--- config.mk ---
export PLATFORM = sky130hd
export DESIGN_NAME = gcd_host_sequencer_flat
export DESIGN_NICKNAME = d
export VERILOG_FILES = /design/src/rtl/gcd_host_sequencer_if.sv /design/src/rtl/gcd_host_sequencer.sv /design/src/flat_wrapper.sv
export SDC_FILE = /design/constraint.sdc
export NUM_CORES = 1
export LEC_CHECK = 0
export CAP_MARGIN = 5
export CORE_MARGIN = 5
export CORE_UTILIZATION = 50
export CTS_CLUSTER_DIAMETER = 30
export DETAILED_ROUTE_END_ITERATION = 16
export GPL_ROUTABILITY_DRIVEN = 0
export GPL_TIMING_DRIVEN = 0
export HOLD_SLACK_MARGIN = 0.05
export PLACE_DENSITY = 0.81
export SLEW_MARGIN = 0
export SYNTH_ARGS = -nofsm -noshare
export SYNTH_HDL_FRONTEND = slang
export SYNTH_SLANG_ARGS = --single-unit
--- constraint.sdc ---
create_clock -name clk -period 2.3 [get_ports clk]
set_input_delay 0.575 -clock clk [delete_from_list [all_inputs] [get_ports clk]]
set_output_delay 0.575 -clock clk [all_outputs]
set_load 0.03 [all_outputs]
--- src/rtl/gcd_host_sequencer_if.sv ---
// Operand, core-load and result channels between the GCD host sequencer and its environment.
// master = sequencer side, slave = upstream/core/downstream side.
interface gcd_host_sequencer_if #(
    parameter int unsigned WIDTH = 16
);
    logic             op_valid;
    logic             op_ready;
    logic [WIDTH-1:0] op_a;
    logic [WIDTH-1:0] op_b;
    logic             start;
    logic [WIDTH-1:0] data_in;
    logic             done;
    logic [WIDTH-1:0] core_gcd;
    logic             res_valid;
    logic             res_ready;
    logic [WIDTH-1:0] res_gcd;
    logic             res_err;
    logic             busy;

    modport master (
        input  op_valid, op_a, op_b, done, core_gcd, res_ready,
        output op_ready, start, data_in, res_valid, res_gcd, res_err, busy
    );

    modport slave (
        output op_valid, op_a, op_b, done, core_gcd, res_ready,
        input  op_ready, start, data_in, res_valid, res_gcd, res_err, busy
    );
endinterface

--- src/rtl/gcd_host_sequencer.sv ---
// Host-side initiator for the serial-load GCD core: loads A then B, waits for done
// (with timeout), bypasses zero operands and presents the result on a valid/ready channel.
module gcd_host_sequencer #(
    parameter int unsigned WIDTH          = 16,
    parameter int unsigned TIMEOUT_CYCLES = 1023
) (
    input  logic                 clk,
    input  logic                 rst_n,
    gcd_host_sequencer_if.master bus
);
    localparam int unsigned CNT_W = (TIMEOUT_CYCLES > 2) ? $clog2(TIMEOUT_CYCLES) : 1;
    localparam logic [CNT_W-1:0] CNT_LAST = CNT_W'(TIMEOUT_CYCLES - 1);

    typedef enum logic [2:0] {
        S_IDLE,
        S_LOAD_A,
        S_LOAD_B,
        S_WAIT,
        S_HOLD
    } state_t;

    state_t           r_state,     w_state_nxt;
    logic             r_start,     w_start_nxt;
    logic [WIDTH-1:0] r_data_in,   w_data_in_nxt;
    logic             r_res_valid, w_res_valid_nxt;
    logic [WIDTH-1:0] r_res_gcd,   w_res_gcd_nxt;
    logic             r_res_err,   w_res_err_nxt;
    logic [CNT_W-1:0] r_cnt,       w_cnt_nxt;
    logic [WIDTH-1:0] r_op_b,      w_op_b_nxt;
    logic             w_zero_op;

    // A goes straight into the data_in register; only B needs its own holding register.
    assign w_zero_op = (bus.op_a == '0) || (bus.op_b == '0);

    always_ff @(posedge clk or negedge rst_n) begin
        if (!rst_n) begin
            r_state     <= S_IDLE;
            r_start     <= 1'b0;
            r_data_in   <= '0;
            r_res_valid <= 1'b0;
            r_res_gcd   <= '0;
            r_res_err   <= 1'b0;
            r_cnt       <= '0;
            r_op_b      <= '0;
        end else begin
            r_state     <= w_state_nxt;
            r_start     <= w_start_nxt;
            r_data_in   <= w_data_in_nxt;
            r_res_valid <= w_res_valid_nxt;
            r_res_gcd   <= w_res_gcd_nxt;
            r_res_err   <= w_res_err_nxt;
            r_cnt       <= w_cnt_nxt;
            r_op_b      <= w_op_b_nxt;
        end
    end

    always_comb begin
        w_state_nxt     = r_state;
        w_start_nxt     = 1'b0;
        w_data_in_nxt   = r_data_in;
        w_res_valid_nxt = r_res_valid;
        w_res_gcd_nxt   = r_res_gcd;
        w_res_err_nxt   = r_res_err;
        w_cnt_nxt       = r_cnt;
        w_op_b_nxt      = r_op_b;

        case (r_state)
            S_IDLE: begin
                if (bus.op_valid) begin
                    w_op_b_nxt = bus.op_b;
                    if (w_zero_op) begin
                        // gcd(0,x)=x and gcd(0,0)=0 without involving the core
                        w_state_nxt     = S_HOLD;
                        w_res_valid_nxt = 1'b1;
                        w_res_gcd_nxt   = bus.op_a | bus.op_b;
                        w_res_err_nxt   = 1'b0;
                    end else begin
                        w_state_nxt   = S_LOAD_A;
                        w_start_nxt   = 1'b1;
                        w_data_in_nxt = bus.op_a;
                    end
                end
            end
            S_LOAD_A: begin
                w_state_nxt   = S_LOAD_B;
                w_data_in_nxt = r_op_b;
            end
            S_LOAD_B: begin
                w_state_nxt = S_WAIT;
                w_cnt_nxt   = '0;
            end
            S_WAIT: begin
                if (bus.done) begin
                    w_state_nxt     = S_HOLD;
                    w_res_valid_nxt = 1'b1;
                    w_res_gcd_nxt   = bus.core_gcd;
                    w_res_err_nxt   = 1'b0;
                end else if (r_cnt == CNT_LAST) begin
                    w_state_nxt     = S_HOLD;
                    w_res_valid_nxt = 1'b1;
                    w_res_gcd_nxt   = '0;
                    w_res_err_nxt   = 1'b1;
                end else begin
                    w_cnt_nxt = r_cnt + CNT_W'(1);
                end
            end
            S_HOLD: begin
                if (bus.res_ready) begin
                    w_state_nxt     = S_IDLE;
                    w_res_valid_nxt = 1'b0;
                end
            end
            default: begin
                w_state_nxt = S_IDLE;
            end
        endcase
    end

    assign bus.op_ready  = (r_state == S_IDLE);
    assign bus.busy      = (r_state != S_IDLE);
    assign bus.start     = r_start;
    assign bus.data_in   = r_data_in;
    assign bus.res_valid = r_res_valid;
    assign bus.res_gcd   = r_res_gcd;
    assign bus.res_err   = r_res_err;
endmodule

--- src/flat_wrapper.sv ---
// flat-port wrapper written by rule: the top's interface ports become plain ports
module gcd_host_sequencer_flat 
#(
    parameter int unsigned WIDTH          = 16,
    parameter int unsigned TIMEOUT_CYCLES = 1023
)
  (clk, rst_n, bus_op_valid, bus_op_a, bus_op_b, bus_done, bus_core_gcd, bus_res_ready, bus_op_ready, bus_start, bus_data_in, bus_res_valid, bus_res_gcd, bus_res_err, bus_busy);
  gcd_host_sequencer_if #(.WIDTH(WIDTH)) bus_i ();
  input  logic clk;
  input  logic rst_n;
  input wire logic [$bits(bus_i.op_valid)-1:0] bus_op_valid;
  input wire logic [$bits(bus_i.op_a)-1:0] bus_op_a;
  input wire logic [$bits(bus_i.op_b)-1:0] bus_op_b;
  input wire logic [$bits(bus_i.done)-1:0] bus_done;
  input wire logic [$bits(bus_i.core_gcd)-1:0] bus_core_gcd;
  input wire logic [$bits(bus_i.res_ready)-1:0] bus_res_ready;
  output wire logic [$bits(bus_i.op_ready)-1:0] bus_op_ready;
  output wire logic [$bits(bus_i.start)-1:0] bus_start;
  output wire logic [$bits(bus_i.data_in)-1:0] bus_data_in;
  output wire logic [$bits(bus_i.res_valid)-1:0] bus_res_valid;
  output wire logic [$bits(bus_i.res_gcd)-1:0] bus_res_gcd;
  output wire logic [$bits(bus_i.res_err)-1:0] bus_res_err;
  output wire logic [$bits(bus_i.busy)-1:0] bus_busy;
  assign bus_i.op_valid = bus_op_valid;
  assign bus_i.op_a = bus_op_a;
  assign bus_i.op_b = bus_op_b;
  assign bus_i.done = bus_done;
  assign bus_i.core_gcd = bus_core_gcd;
  assign bus_i.res_ready = bus_res_ready;
  assign bus_op_ready = bus_i.op_ready;
  assign bus_start = bus_i.start;
  assign bus_data_in = bus_i.data_in;
  assign bus_res_valid = bus_i.res_valid;
  assign bus_res_gcd = bus_i.res_gcd;
  assign bus_res_err = bus_i.res_err;
  assign bus_busy = bus_i.busy;
  gcd_host_sequencer #(.WIDTH(WIDTH), .TIMEOUT_CYCLES(TIMEOUT_CYCLES)) u_core (.clk(clk), .rst_n(rst_n), .bus(bus_i));
endmodule
==> results by group, run 1 <==
Status
  – Outcome: complete, no violations

Timing
  – Final min period: 2300 ps
  – Min Hold Slack: about 310 ps
  – Clock Skew: about 8 ps
  – Worst-margin pin slew: roughly 830 ps
  – Period utilization: between 90% and 100%
  – Setup violation total in the final timing report: 0
  – Setup TNS: 0 ps
  – Final hold vios: 0
  – Fmax: around 440 MHz
  – Final Max Tran Viols: 0
  – Worst rel slew slack: approximately 45%

Synthesis
  – FFs w/ async S/R, synth: 100%
  – Mapped Nets: about 430
  – Synth top area cells: dfrtp_1 45%, nand2_1 7.7%, mux2i_1 5.0%
  – Syn_area_per_cell: 9.68 µm²
  – Post-synth EDFFs: 0
  – Synth cell count leaders: 74 x nand2_1, 64 x dfrtp_1, 22 x nor2_1
  – FF+latch count, synth: 64
  – Synth warn: 0
  – Mapped Cells: 371
  – Post-synth top area share: between 40% and 50%
  – Cell area after synthesis: 3590 µm²
  – Count leader, synth: nand2_1
  – Register area share after synthesis: roughly 45%
  – Yosys cell types: 47
  – Top cell type by total area after synthesis: dfrtp_1
  – Most used flip-flop cell after synthesis: dfrtp_1

Drt
  – Drt pass-1 iters: 4
  – Antenna viol nets, final: 0
  – Iteration-0 DRC Markers: about 240
  – Vias per inst: a little under 6
  – WL/cell: between 15 and 20 µm
  – Residual DRC: 0
  – DRT Wirelength: ~11 mm
  – Via count: approximately 3,400

GRT
  – Gr ovfl total: 0
  – Tot GR Track Use: a little under a quarter
  – First-pass GRT wire length: about 16 mm
  – Initial antenna violation count: 0
  – Largest net degree at the start of global routing: between 60 and 70
  – Vias in the first global route: roughly 3,200

Clocking
  – Clock Pin Slew Worst Setup and Hold Paths: approximately 80 ps
  – CTS Hold Bufs: 0
  – Root Buffer: clkbuf_8
  – Clock Sinks: 64
  – H-tree depth: 3
  – Max clock buf depth: 2
  – Clk_lat worst skew: about 350 ps
  – Clock buffer count from CTS: 9
  – CTS tree: built

Worst setup path
  – CP required: ~2500 ps
  – CP arrival: approximately 2500 ps
  – Crit Path Class: in -> reg
  – Reg2reg start: u_core.r_state[2]$_DFFE_PN0P_
  – CP max stage cell: clkdlybuf4s50_1
  – CP Launch Point: bus_op_a[9]
  – Crit-path cells: clkdlybuf4s50_1 > nor4_2 > nand4_1 > and3_1 > buf_2 > clkbuf_4 > a221o_1
  – Worst path max stage delay: 500 ps
  – Nature of the critical path startpoint: primary input
  – Critical path peak fanout: 10
  – Crit end category: flip-flop

Cells and area
  – Layout cell share with drive strength beyond 1: ~19%
  – Final #Nets: 530
  – Layout area overhead: 39.7%
  – Post-route cell area: between 5000 and 6000 µm²
  – Antenna cells: 0

Floorplan
  – Die width: ~95 µm
  – Die area: 8980 µm²
  – Rows: 30
  – Initial Utilization: between 50 and 60%
  – Core area: 6910 µm²
  – IO Pins: 90
  – Die Span Y: about 95 µm

Placement
  – PortBufs: 88
  – DP HPWL: 7.53 mm
  – Placed cell area: about 4600 µm²

Worst hold path
  – Worst hold path class: in -> async

Power and ir drop
  – Tot Pwr: 6.81 mW
  – Leak Pwr: approximately 2.2 nW
  – Peak VDD IR: 0.670 mV
  – Power per cell area: 1360 nW/µm²

Flow run
  – Max-cap viol count: 0
## metal layers
| layer | vias up | GRT usage [%] | wire, µm |
|---|---|---|---|
| met1 | 1667 | 31.9 | 4490 |
| met2 | 149 | 38.1 | 5120 |
| li1 | 1589 | - | - |
| met5 | - | 0 | 0 |
| met3 | 25 | 4.54 | 883 |
| met4 | 0 | 8.89 | 244 |
## cell usage in the layout, fill, tap and decap left out, drive strengths merged, types with 18 or more instances in the layout
| master | count |
|---|---|
| nand3 | 23 |
| nand2 | 75 |
| clkbuf | 18 |
| o21ai | 23 |
| clkdlybuf4s50 | 72 |
| buf | 25 |
| nand4 | 20 |
| o211ai | 21 |
| dfrtp | 64 |
| nor2 | 22 |
| and2 | 18 |
| mux2i | 18 |
## kinds of logic (layout without fill, tap and decap cells)
kind of cell             Yosys count  after routing  share of synthesized area [%]
buffers and inverters             31            140                           4.67
AND/OR/NAND/NOR                  182            182                           26.6
multiplexers                      18             18                           5.02
AO/OA/AOI/OAI                     73             73                           18.2
XOR/XNOR                           1              1                          0.244
adder cells (fa/ha/maj)            2              2                          0.697
flip-flops                        64             64                           44.6
## power by group
group | switching (mW) | internal [mW]
registers | 0.306 | 1.60
logic | 2.11 | 1.66
clock network | 0.483 | 0.643
total | 2.90 | 3.91
## final cells by class
class / instances / area [µm²]
Multi-Input combinational cell: 276 / 1900
Fill cell: 534 / 1890
Sequential cell: 64 / 1600
Timing Repair Buffer: 93 / 948
Buffer: 26 / 191
Clock buffer: 10 / 138
Tap cell: 96 / 120
Clock inverter: 6 / 92.6
Inverter: 5 / 23.8
## through the flow
stage	cells	setup slack, ps	utilization [%]
after CTS	571	2.76	70.9
final	576	1.90	72.6
after global routing	576	-49.4	72.6
after floorplan	371	45.5	-
after detailed placement	555	-604	66.4
after global placement	555	-1450	66.5
## worst max-delay path: cells and delay by family
family	cells	cell delay, ps
buffers and inverters	3	880
AOI/OAI and AO/OA	1	360
and+or+nand+nor	3	700
## state kept, by name (all words and copies together), names as in the netlist
register,flops
u_core.bus.start,1
u_core.bus.res_valid,1
u_core.r_state,3
u_core.r_op_b,16
u_core.bus.data_in,16
u_core.bus.res_err,1
u_core.bus.res_gcd,16
u_core.r_cnt,10
## final timing paths
path	endpoint	slack (ps)	depth (start not counted)
min in group clk	u_core.r_op_b[8]$_DFFE_PN0P_	470	2
max in group asynchronous	u_core.bus.res_err$_DFFE_PN0P_	1440	1
max	u_core.bus.data_in[4]$_DFFE_PN0P_	2	7
min reg2reg	u_core.r_op_b[8]$_DFFE_PN0P_	470	2
max reg2reg	u_core.bus.res_gcd[4]$_DFFE_PN0P_	200	7
min	u_core.bus.data_in[12]$_DFFE_PN0P_	310	1
## repair_timing
item,in CTS,in global routing
resized for setup,27,27
buffers inserted,0,5
pin swaps,1,11
setup endpoints to repair,23,22
(Power assumes the default switching activity.)
==> inputs of run 2 (changes only) <==
Settings changed: SLEW_MARGIN 0 to 20.
==> run 2 against run 1 <==
  * Global-route usage rose by 0.79 points
  * Sequential share of layout area rose by 0.21 points
  * Hold slack got worse by 190 ps
  * Combinational power barely moved
  * Highest routed layer unchanged
  * Critical endpoint is now bus_busy
  * Clock-buffer cell count did not move
  * Wire length fell by 2.0%
==> results by group, run 2 (synthesized netlist as in run 1, its figures left out) <==
Power and ir drop
  – Power per cell area: 1370 nW/µm² (was 1360 nW/µm²)
  – Leak Pwr: 2.08 nW (was 2.18 nW)
  – Peak VDD IR: 0.737 mV (was 0.670 mV)
  – Tot Pwr: 6.81 mW (about the same)

Worst setup path
  – Critical path peak fanout: 10 (unchanged)
  – Worst path max stage delay: 420 ps (was 500 ps)
  – CP Launch Point: u_core.r_state[2]$_DFFE_PN0P_ (was bus_op_a[9])
  – CP arrival: 1680 ps (was 2520 ps)
  – Crit Path Class: reg -> out (was in -> reg)
  – Crit end category: primary output (was flip-flop)
  – Nature of the critical path startpoint: flip-flop (was primary input)
  – Crit-path cells: buf_6 > or3_4 > clkdlybuf4s15_1 (was clkdlybuf4s50_1 > nor4_2 > nand4_1 > and3_1 > buf_2 > clkbuf_4 > a221o_1)
  – Reg2reg start: u_core.r_state[2]$_DFFE_PN0P_ (unchanged)
  – CP max stage cell: or3_4 (was clkdlybuf4s50_1)
  – CP required: 1730 ps (was 2520 ps)

Timing
  – Final hold vios: 0 (unchanged)
  – Worst-margin pin slew: 611 ps (was 826 ps)
  – Fmax: 444 MHz (was 435 MHz)
  – Worst rel slew slack: 59.0% (was 44.9%)
  – RSZ-0062 raised after global routing: false
  – Setup violation total in the final timing report: 0 (unchanged)
  – Min Hold Slack: 114 ps (was 307 ps)
  – Period utilization: 98.0% (was 99.9%)
  – Clock Skew: 7.91 ps (was 8.08 ps)
  – Final Max Tran Viols: 0 (unchanged)
  – Final min period: 2250 ps (was 2300 ps)

Floorplan
  – Initial Utilization: 52.0% (unchanged)
  – Core area: 6910 µm² (unchanged)
  – Die area: 8980 µm² (unchanged)
  – Rows: 30 (unchanged)
  – IO Pins: 90 (unchanged)
  – Die width: 94.7 µm (unchanged)
  – Die Span Y: 94.7 µm (unchanged)

Drt
  – Residual DRC: 0 (unchanged)
  – DRT Wirelength: 10.5 mm (was 10.7 mm)
  – Iteration-0 DRC Markers: 195 (was 241)
  – Antenna viol nets, final: 0 (unchanged)
  – Via count: 3,390 (was 3,430)
  – Vias per inst: 5.88 (was 5.95)
  – WL/cell: 18.2 µm (was 18.6 µm)
  – Drt pass-1 iters: 4 (unchanged)

GRT
  – Initial antenna violation count: 0 (unchanged)
  – Vias in the first global route: 3,313 (was 3,216)
  – First-pass GRT wire length: 17.1 mm (was 16.3 mm)
  – Gr ovfl total: 0 (unchanged)
  – Largest net degree at the start of global routing: 42 (was 65)
  – Tot GR Track Use: 24.6% (was 23.8%)

Cells and area
  – Final #Nets: 531 (was 530)
  – Sequential cell area: 1600 µm² (unchanged)
  – Final Non-Filler Cells: 577 (was 576)
  – Antenna cells: 0 (unchanged)
  – Most common cell after layout, fill and taps aside: clkdlybuf4s50_1 (was nand2_1)
  – Most frequent cells in the layout: 84 x clkdlybuf4s50_1, 74 x nand2_1, 64 x dfrtp_1 (was 74 x nand2_1, 72 x clkdlybuf4s50_1, 64 x dfrtp_1)
  – Layout cell share with drive strength beyond 1: 18.3% (was 18.5%)
  – Layout area overhead: 38.7% (was 39.7%)
  – Fill cell total of the finished layout: 561 (was 534)
  – Area of the multi-input gates: 1880 µm² (was 1900 µm²)

Clocking
  – Root Buffer: clkbuf_8 (unchanged)
  – Clk_lat worst skew: 350 ps (about the same)
  – Clock Sinks: 64 (unchanged)
  – Clock buffer count from CTS: 9 (unchanged)
  – Max clock buf depth: 2 (unchanged)
  – CTS Hold Bufs: 0 (unchanged)
  – H-tree depth: 3 (unchanged)
  – Clock Pin Slew Worst Setup and Hold Paths: 80 ps (about the same)
  – CTS tree: built (unchanged)

Status
  – Outcome: complete, no violations (unchanged)

Placement
  – DP HPWL: 7.67 mm (was 7.53 mm)
  – PortBufs: 88 (unchanged)
  – DP Cell Count: 556 (was 555)

Worst hold path
  – Worst hold path class: in -> async (unchanged)

Flow run
  – Max-cap viol count: 0 (unchanged)
run 2: layer usage:
| metal | track usage (%) | share of wire, % |
|---|---|---|
| met3 | 5.66 | 7.7 |
| met1 | 33.4 | 43 |
| met5 | 0 | 0 |
| met2 | 38.6 | 48 |
| met4 | 8.41 | 1.7 |
run 2: power breakdown:
part | total (mW) | leakage [nW] | switching [mW] | internal [mW]
Sequential | 1.91 | 0.786 | 0.308 | 1.60
Combinational | 3.78 | 1.18 | 2.11 | 1.67
Clock | 1.12 | 0.109 | 0.476 | 0.643
run 2: path summary, 6_finish.rpt:
kind / cells past startpoint / endpoint / slack [ps]
min in group clk: 2 / u_core.r_op_b[5]$_DFFE_PN0P_ / 470
worst min-delay path: 1 / u_core.bus.start$_DFF_PN0_ / 110
max in group asynchronous: 2 / u_core.r_state[1]$_DFFE_PN0P_ / 1650
worst max register to register: 7 / u_core.bus.res_gcd[11]$_DFFE_PN0P_ / 230
worst min register to register: 2 / u_core.r_op_b[5]$_DFFE_PN0P_ / 470
worst max-delay path: 3 / bus_busy / 50
run 2: per-stage QoR:
step	worst slack [ps]	utilization (%)	setup TNS [ps]	cell area, µm²
floorplan	45.5	-	0	3590
global placement	-1450	66.5	-107940	4590
detailed placement	-608	66.7	-16040	4610
CTS	2.18	71.2	0	4920
global route	2.67	72.1	0	4980
finish	46.1	72.1	0	4980
run 2: timing repair:
item | 4_1_cts | 5_1_grt
resized for setup | 26 | 11
setup endpoints to repair | 23 | 22
setup buffers | 1 | 5
pin swaps | 1 | 5
run 2: area by class of cell:
| class | instances | area share [%] |
|---|---|---|
| inverters | 5 | 0.477 |
| plain buffers | 25 | 3.64 |
| multi-input cells | 276 | 37.7 |
| repair buffers | 95 | 19.0 |
| clock inverters | 6 | 1.86 |
| clock buffers | 10 | 2.76 |
| flip-flops and latches | 64 | 32.1 |
| well taps | 96 | 2.41 |
run 2: critical path, delay by kind of cell (launching register included):
kind / cells / cell delay [ps]
buf+inv: 2 / 510
simple gates: 1 / 420
flops: 1 / 400
==> inputs of run 3 (changes only) <==
Settings changed: MAX_ROUTING_LAYER set to met4, REMOVE_ABC_BUFFERS set to 1.
==> run 3 against run 2 <==
  * First-iteration DRC count is 58% higher
  * Power is 2.5% lower
  * Clock-buffer cell count is 1 higher
  * Critical path depth stayed put
  * Die area stayed put
  * Clock power is 9% lower
  * Largest power group unchanged
  * Maximum frequency is 0.48% higher
  * Wire length is 6.6% higher
==> results by group, run 3 (synthesized netlist as in run 1, its figures left out) <==
Clocking
  – Clk_lat worst skew: 350 ps (about the same)
  – H-tree depth: 3 (unchanged)
  – Clock Sinks: 64 (unchanged)
  – Clock buffer count from CTS: 9 (unchanged)
  – CTS Hold Bufs: 0 (unchanged)
  – Root Buffer: clkbuf_8 (unchanged)
  – CTS tree: built (unchanged)
  – Max clock buf depth: 2 (unchanged)
  – Clock Pin Slew Worst Setup and Hold Paths: 80 ps (about the same)

Status
  – Outcome: complete, no violations (unchanged)

Worst setup path
  – Crit end category: primary output (unchanged)
  – Nature of the critical path startpoint: flip-flop (unchanged)
  – Critical path peak fanout: 18 (was 10)
  – CP arrival: 1670 ps (was 1680 ps)
  – Crit-path cells: or3_1 > clkinv_4 > buf_4 (was buf_6 > or3_4 > clkdlybuf4s15_1)
  – CP max stage cell: dfrtp_2 (was or3_4)
  – Crit Path Class: reg -> out (unchanged)
  – FF-to-FF path depth: 4 (was 7)
  – Worst path max stage delay: 500 ps (was 420 ps)
  – CP required: 1730 ps (about the same)

Timing
  – Min Hold Slack: 119 ps (was 114 ps)
  – Clock Skew: 9.88 ps (was 7.91 ps)
  – Period utilization: 97.5% (was 98.0%)
  – Final min period: 2240 ps (was 2250 ps)
  – Worst rel slew slack: 37.9% (was 59.0%)
  – Final Max Tran Viols: 0 (unchanged)
  – Setup violation total in the final timing report: 0 (unchanged)
  – Final hold vios: 0 (unchanged)
  – Fmax: 446 MHz (was 444 MHz)
  – Worst-margin pin slew: 931 ps (was 611 ps)
  – Setup TNS: 0 ps (unchanged)

Cells and area
  – Most common cell after layout, fill and taps aside: clkdlybuf4s50_1 (unchanged)
  – Final core occ: 72.2% (was 72.1%)
  – Post-route cell area: 4980 µm² (about the same)
  – Final Non-Filler Cells: 563 (was 577)
  – Antenna cells: 0 (unchanged)
  – Most frequent cells in the layout: 84 x clkdlybuf4s50_1, 74 x nand2_1, 61 x dfrtp_1 (was 84 x clkdlybuf4s50_1, 74 x nand2_1, 64 x dfrtp_1)
  – Fill cell total of the finished layout: 496 (was 561)
  – Layout area overhead: 38.8% (was 38.7%)
  – Final #Nets: 517 (was 531)
  – Layout cell share with drive strength beyond 1: 18.6% (was 18.3%)

GRT
  – First-pass GRT wire length: 17.5 mm (was 17.1 mm)
  – Tot GR Track Use: 26.3% (was 24.6%)
  – M2 GR Usage: 43.6% (was 38.6%)
  – Met3 Usage GRT: 4.70% (was 5.66%)
  – Initial antenna violation count: 0 (unchanged)
  – Largest net degree at the start of global routing: 42 (unchanged)
  – Vias in the first global route: 3,360 (was 3,313)
  – Gr ovfl total: 0 (unchanged)
  – Routing usage on met1: 31.4% (was 33.4%)
  – Top Usage Layer GRT: met2 (unchanged)

Power and ir drop
  – Psw: 2.89 mW (about the same)
  – Int Pwr: 3.75 mW (was 3.91 mW)
  – Logic pwr share: 54.7% (was 55.5%)
  – Sequential share of power: 30.0% (was 28.1%)
  – Leak Pwr: 2.03 nW (was 2.08 nW)
  – Switch share: 43.5% (was 42.5%)
  – Peak VDD IR: 0.484 mV (was 0.737 mV)
  – Power per cell area: 1330 nW/µm² (was 1370 nW/µm²)
  – Clock power share: 15.4% (was 16.4%)

Floorplan
  – Die Span Y: 94.7 µm (unchanged)
  – Core area: 6910 µm² (unchanged)
  – Rows: 30 (unchanged)
  – IO Pins: 90 (unchanged)
  – Initial Utilization: 52.0% (unchanged)
  – Die width: 94.7 µm (unchanged)
  – Die area: 8980 µm² (unchanged)

Drt
  – DRT Wirelength: 11.2 mm (was 10.5 mm)
  – Via count: 3,403 (was 3,390)
  – Antenna viol nets, final: 0 (unchanged)
  – Residual DRC: 0 (unchanged)
  – Iteration-0 DRC Markers: 309 (was 195)
  – WL/cell: 19.9 µm (was 18.2 µm)
  – Vias per inst: 6.04 (was 5.88)
  – Drt pass-1 iters: 5 (was 4)

Placement
  – DP Cell Count: 533 (was 556)
  – DP HPWL: 7.24 mm (was 7.67 mm)
  – Placed cell area: 4490 µm² (was 4610 µm²)
  – PortBufs: 89 (was 88)

Worst hold path
  – Worst hold path class: in -> async (unchanged)

Flow run
  – Max-cap viol count: 0 (unchanged)
run 3: power groups by stage:
| stage | Combinational (mW) | Sequential, mW | Clock [mW] |
|---|---|---|---|
| after floorplan | 1.69 | 2.46 | 0 |
| after global placement | 3.30 | 1.95 | 0 |
| after detailed placement | 3.41 | 1.99 | 0 |
| after CTS | 3.54 | 1.97 | 1.02 |
| after global routing | 3.88 | 2.04 | 1.07 |
| final | 3.63 | 1.99 | 1.02 |
run 3: final timing paths:
| kind | startpoint | end | slack (ps) |
|---|---|---|---|
| setup / recovery | u_core.r_state[1]$_DFFE_PN0P_ | bus_op_ready | 60 |
| hold / removal | rst_n | u_core.bus.res_gcd[12]$_DFFE_PN0P_ | 120 |
| setup reg to reg | u_core.r_state[2]$_DFFE_PN0P_ | u_core.bus.res_gcd[7]$_DFFE_PN0P_ | 180 |
| hold reg to reg | u_core.r_op_b[7]$_DFFE_PN0P_ | u_core.r_op_b[7]$_DFFE_PN0P_ | 470 |
| max in group asynchronous | rst_n | u_core.r_state[1]$_DFFE_PN0P_ | 1630 |
| min in group clk | u_core.r_op_b[7]$_DFFE_PN0P_ | u_core.r_op_b[7]$_DFFE_PN0P_ | 470 |
run 3: critical path: cells and delay by family (launching register included):
family                 cells  cell delay [ps]
buffers and inverters      2              340
and+or+nand+nor            1              480
DFF                        1              500
run 3: layer usage:
metal	routed length [µm]	up-vias	part of all wire, %
li1	-	1560	-
met1	4360	1652	39
met2	5730	159	51
met3	834	32	7.4
met4	289	0	2.6
met5	0	-	0
run 3: repair_timing:
action / in CTS / in global routing
setup endpoints to repair: 46 / 39
gates resized for setup: 31 / 9
setup buffers: 8 / 4
gates cloned: 2 / 0
pin swaps: 5 / 4
run 3: area by class of cell:
class / instances / area [µm²] / share of cell area [%]
Multi-Input combinational cell: 278 / 2000 / 40.1
Sequential cell: 64 / 1610 / 32.2
Timing Repair Buffer: 104 / 1030 / 20.7
Clock buffer: 11 / 151 / 3.04
Tap cell: 96 / 120 / 2.41
Clock inverter: 5 / 55.1 / 1.10
Inverter: 5 / 23.8 / 0.477
run 3: metrics by stage:
step | power (mW) | worst slack [ps]
5_1_grt | 6.99 | -3.23
2_1_floorplan | 4.15 | -430
4_1_cts | 6.53 | 19.4
3_5_place_dp | 5.39 | -1250
6_report | 6.64 | 56.7
3_3_place_gp | 5.25 | -1650
